**src/rtl/seqgen_pkg.sv**
```systemverilog
// Shared definitions for the serial pattern generator: FSM states and the
// default frame pattern also used by the sequence detector bench.
package seqgen_pkg;

  typedef enum logic [1:0] {
    IDLE = 2'd0,
    SEND = 2'd1,
    GAP  = 2'd2,
    DONE = 2'd3
  } seq_state_e;

  localparam logic [3:0] SEQ_PATTERN_DEFAULT = 4'b1110;

endpackage

```
**src/rtl/seq_piso.sv**
```systemverilog
// Parallel-load, MSB-first shift register; zeros shift in from the LSB so the
// register drains to all-zero after the last pattern bit leaves.
module seq_piso #(
  parameter int PAT_W = 4
) (
  input  logic             clk,
  input  logic             clr,
  input  logic             load,
  input  logic             shift,
  input  logic [PAT_W-1:0] pattern,
  output logic             msb
);

  logic [PAT_W-1:0] sh_q;

  always_ff @(posedge clk) begin
    if (clr) begin
      sh_q <= '0;
    end else if (load) begin
      sh_q <= pattern;
    end else if (shift) begin
      sh_q <= {sh_q[PAT_W-2:0], 1'b0};
    end
  end

  assign msb = sh_q[PAT_W-1];

endmodule

```
**src/rtl/sequence_generator.sv**
```systemverilog
// Serial pattern transmitter: repeats PATTERN MSB-first a latched number of
// times with zero-filled gaps; all outputs come straight from flops.
module sequence_generator
  import seqgen_pkg::*;
#(
  parameter int               PAT_W   = 4,
  parameter logic [PAT_W-1:0] PATTERN = SEQ_PATTERN_DEFAULT,
  parameter int               CNT_W   = 8,
  parameter int               GAP_W   = 4
) (
  input  logic             clk,
  input  logic             rst,
  input  logic             start,
  input  logic [CNT_W-1:0] repeat_cnt,
  input  logic [GAP_W-1:0] gap_len,
  output logic             X,
  output logic             valid,
  output logic             frame_sync,
  output logic             busy,
  output logic             done
);

  localparam int               BIT_W    = $clog2(PAT_W);
  localparam logic [BIT_W-1:0] LAST_BIT = BIT_W'(PAT_W - 1);

  seq_state_e       state, state_n;
  logic [BIT_W-1:0] bit_cnt, bit_cnt_n;
  logic [CNT_W-1:0] frm_cnt, frm_cnt_n;
  logic [GAP_W-1:0] gap_cnt, gap_cnt_n;
  logic [GAP_W-1:0] gap_len_q;
  logic             load, shift, latch;

  always_comb begin
    state_n   = state;
    bit_cnt_n = bit_cnt;
    frm_cnt_n = frm_cnt;
    gap_cnt_n = gap_cnt;
    load      = 1'b0;
    shift     = 1'b0;
    latch     = 1'b0;
    case (state)
      IDLE: begin
        if (start) begin
          if (repeat_cnt != '0) begin
            state_n   = SEND;
            load      = 1'b1;
            latch     = 1'b1;
            frm_cnt_n = repeat_cnt;
            bit_cnt_n = '0;
          end else begin
            state_n = DONE;
          end
        end
      end
      SEND: begin
        shift = 1'b1;
        if (bit_cnt == LAST_BIT) begin
          frm_cnt_n = frm_cnt - CNT_W'(1);
          bit_cnt_n = '0;
          if (frm_cnt == CNT_W'(1)) begin
            state_n = DONE;
          end else if (gap_len_q == '0) begin
            load = 1'b1;
          end else begin
            state_n   = GAP;
            gap_cnt_n = gap_len_q;
          end
        end else begin
          bit_cnt_n = bit_cnt + BIT_W'(1);
        end
      end
      GAP: begin
        // gap counter runs down from gap_len; the last zero cycle is at 1
        if (gap_cnt == GAP_W'(1)) begin
          state_n   = SEND;
          load      = 1'b1;
          gap_cnt_n = '0;
        end else begin
          gap_cnt_n = gap_cnt - GAP_W'(1);
        end
      end
      DONE:    state_n = IDLE;
      default: state_n = IDLE;
    endcase
  end

  // Outputs are registered from the next state so they line up with X.
  always_ff @(posedge clk) begin
    if (rst) begin
      state      <= IDLE;
      bit_cnt    <= '0;
      frm_cnt    <= '0;
      gap_cnt    <= '0;
      gap_len_q  <= '0;
      valid      <= 1'b0;
      frame_sync <= 1'b0;
      busy       <= 1'b0;
      done       <= 1'b0;
    end else begin
      state      <= state_n;
      bit_cnt    <= bit_cnt_n;
      frm_cnt    <= frm_cnt_n;
      gap_cnt    <= gap_cnt_n;
      if (latch) gap_len_q <= gap_len;
      valid      <= (state_n == SEND);
      frame_sync <= load;
      busy       <= (state_n != IDLE);
      done       <= (state_n == DONE);
    end
  end

  seq_piso #(.PAT_W(PAT_W)) u_piso (
    .clk     (clk),
    .clr     (rst),
    .load    (load),
    .shift   (shift),
    .pattern (PATTERN),
    .msb     (X)
  );

endmodule

```
**config.mk**
```make
export PLATFORM = sky130hd
export DESIGN_NAME = sequence_generator
export DESIGN_NICKNAME = d
export VERILOG_FILES = /design/src/rtl/seqgen_pkg.sv /design/src/rtl/seq_piso.sv /design/src/rtl/sequence_generator.sv
export SDC_FILE = /design/constraint.sdc
export NUM_CORES = 1
export LEC_CHECK = 0
export CAP_MARGIN = 15
export CELL_PAD_IN_SITES_DETAIL_PLACEMENT = 1
export CELL_PAD_IN_SITES_GLOBAL_PLACEMENT = 1
export CORE_ASPECT_RATIO = 0.6
export CORE_UTILIZATION = 44
export DETAILED_ROUTE_END_ITERATION = 8
export GPL_TIMING_DRIVEN = 0
export PLACE_DENSITY = 0.89
export SLEW_MARGIN = 15
export SYNTH_ARGS = -nofsm -noshare
export SYNTH_HDL_FRONTEND = slang
export SYNTH_SLANG_ARGS = --single-unit
export TNS_END_PERCENT = 5
```
**constraint.sdc**
```tcl
create_clock -name clk -period 2.73 [get_ports clk]
set_clock_uncertainty 0.05 [all_clocks]
set_input_delay 0.273 -clock clk [delete_from_list [all_inputs] [get_ports clk]]
set_output_delay 0.273 -clock clk [all_outputs]
set_load 0.05 [all_outputs]
```
==> qor.csv <==
metric,value,unit
startpoint types,primary input,
Clock Path Buffers,2,
initial core utilization,0.4691,
drt drc,0,
final setup fails,0,
WS Path Type,in -> reg,
CP Data Arrival Time,2.39,ns
Leakage Power,0.6739,nW
routed vias/inst,6.380,
CTS tree,yes,
# hold bufs at CTS,0,
"Seq/Total Area, Yosys",0.3467,
final core occ,0.5569,
outcome,"finished, final reports clean",
Nets,231,
DRT Pass-1 Iters,5,
TritonCTS buffer count,3,
PwrDens,513.0,mW/mm2
worst vdd ir,0.3356,mV
drt total wl,5.041,mm
Die Ht,48.11,um
"Setup Fix Bufs, Post-CTS",0,
grt ovf,0,
# port buffers,19,
gpl congestion,0.8886,
post-layout min period,2.308,ns
Worst slew margin,0.4026,
post-synthesis cell type count,45,
slowest CP cell,nor4_1,
Hold Path Class,reg -> reg,
CP max stage delay,0.67,ns
Seq cells post-synth,27,
crit share post-route,0.8454,
Sink Count,27,
vias in the first global route,1553,
"Hold Vio Cnt, Final",0,
RSZ-0062 raised after global routing,false,
pin count of the biggest net entering global routing,15,
"EDFF count, synth",0,
area grow syn2layout,18.70,%
Antenna Violating Nets Remaining,0,
setup TNS,0,ns
num ports,20,
Mapped Avg Cell Area,8.337,um2
WL per Instance,19.77,um
# diodes,0,
actual slew at the worst max-slew pin,0.8879,ns
layout cell share with drive strength beyond 1,0.07143,
Synth Flop Type,dfxtp_1,
Post-Syn Area,0.001559,mm2
fmax,433.3,MHz
clock-pin slew on the worst setup and hold paths,0.09,ns
antenna violations before repair,0,
Critical Path End Type,register,
crit-path max FO,8,
Max Cap Viol,0,
Syn Nets,207,
worst-path cell chain,clkdlybuf4s50_1 -> nor4_1 -> a2111oi_4 -> nor2_1 -> o32ai_1,
htree depth,1,
PostCTS Resize Cnt,0,
core box area,0.003323,mm2
Die Area,0.003793,mm2
Async SR Flop Fraction,0,
Critical Path RT,2.81,ns
global-route usage over all layers,0.2863,
CP bufs+invs,1,
Root Buffer,clkbuf_8,
Yosys warning count,0,
cell family contributing the most delay on the critical path,simple AND/OR/NAND/NOR gates,
total number of vias,1627,
synthesized instance count,187,
Tot Pwr,0.9494,mW
drt initial violations,138,
first-pass GRT wire length,7.907,mm
chip width,78.85,um
post-detail-place hpwl,3.892,mm
worst-skew pair later-pin latency,0.27,ns
Final Max Slew Viols,0,
row count,16,
layout make-up:
| class | instances | area, um2 |
|---|---|---|
| fillers | 410 | 1473 |
| inverters | 8 | 30.03 |
| plain buffers | 9 | 37.54 |
| flip-flops and latches | 27 | 540.5 |
| repair buffers | 19 | 190.2 |
| well taps | 45 | 56.30 |
| clock buffers | 4 | 45.04 |
| multi-input cells | 143 | 950.9 |
flip-flops by register name, summed over array words and instances (netlist names):
name and count:
busy 1, state 2, gap_len_q 4, gap_cnt 4, bit_cnt 2, u_piso.sh_q 3, frame_sync 1, valid 1
frm_cnt 8, done 1
synth_stat cells (2+ instances only):
cell      number  area (um2)
a31o_2         2       17.52
a21oi_1       20       100.1
buf_2          3       15.01
o22ai_1        3       18.77
a311oi_1       2       17.52
dfxtp_1       27       540.5
nand2_1       14       52.55
clkbuf_1       6       22.52
nor4_1         7       43.79
ha_1           5       62.56
nor3b_1        2       15.01
and2_1         4       25.02
or3b_2         3       26.28
nand3_1        3       15.01
mux2i_1        2       20.02
a211oi_1       6       45.04
nor2b_1        3       18.77
o211a_1        2       20.02
nand2b_1       8       50.05
o211ai_1       3       22.52
nor2_1        11       41.29
o32ai_1        6       52.55
inv_1          7       26.28
a221oi_1       2       17.52
nor4b_1        2       17.52
nor3_1         9       45.04
or4_1          4       30.03
o21ai_0        3       15.01
and3_1         2       12.51
where the power goes:
group          switching [mW]  internal [mW]  total, mW
combinational           0.160          0.109      0.269
clock                   0.123          0.105      0.228
sequential             0.0290          0.423      0.452
total                   0.313          0.637      0.949
worst min-delay path: cells and delay by family, from the launching register on:
family	cells	cell delay, ns
DFF	1	0.34
and+or+nand+nor	1	0.06
AOI/OAI and AO/OA	1	0.05
per-layer routing:
metal  track usage  vias up  part of all wire
met1        0.3860      796              0.47
met4       0.08000        0             0.017
met2        0.4852       64              0.45
met5             0        -                 0
li1              -      757                 -
met3       0.05607       10             0.061
cell families after synthesis:
logic type | share of synthesized area
XOR/XNOR | 0.005619
AO/OA/AOI/OAI | 0.2592
buffers and inverters | 0.04334
AND/OR/NAND/NOR | 0.2921
flip-flops | 0.3467
adder cells (fa/ha/maj) | 0.04013
multiplexers | 0.01284
placed cells by master, fill, tap and decap left out, types with 4 or more instances in the layout:
cell type | netlist | final
clkbuf_1 | 6 | 7
nor4_1 | 7 | 7
or4_1 | 4 | 4
nor2_1 | 11 | 11
nand2b_1 | 8 | 8
o32ai_1 | 6 | 6
nor3_1 | 9 | 9
a211oi_1 | 6 | 6
and2_1 | 4 | 4
nand2_1 | 14 | 14
dfxtp_1 | 27 | 27
clkdlybuf4s50_1 | 0 | 19
ha_1 | 5 | 5
inv_1 | 7 | 7
a21oi_1 | 20 | 20
final timing paths:
check	start	endpoint	slack (ns)	cells past startpoint
max reg2reg	frm_cnt[1]	gap_cnt[3]	0.72	6
min reg2reg	gap_cnt[1]	gap_cnt[1]	0.44	2
min	gap_cnt[1]	gap_cnt[1]	0.44	2
max	repeat_cnt[4]	frm_cnt[7]	0.42	5
stage by stage:
stage | instances | setup slack (ns) | instance area [um2] | hold slack (ns)
2_1_floorplan | 187 | 0.9765 | 1559 | 0.3590
3_3_place_gp | 251 | 0.2758 | 1805 | 0.4208
3_5_place_dp | 251 | 0.2434 | 1805 | 0.4334
4_1_cts | 255 | 0.5461 | 1851 | 0.4466
5_1_grt | 255 | 0.4313 | 1851 | 0.4664
6_report | 255 | 0.4220 | 1851 | 0.4401
Note: power is estimated with default switching activity, not from simulation.
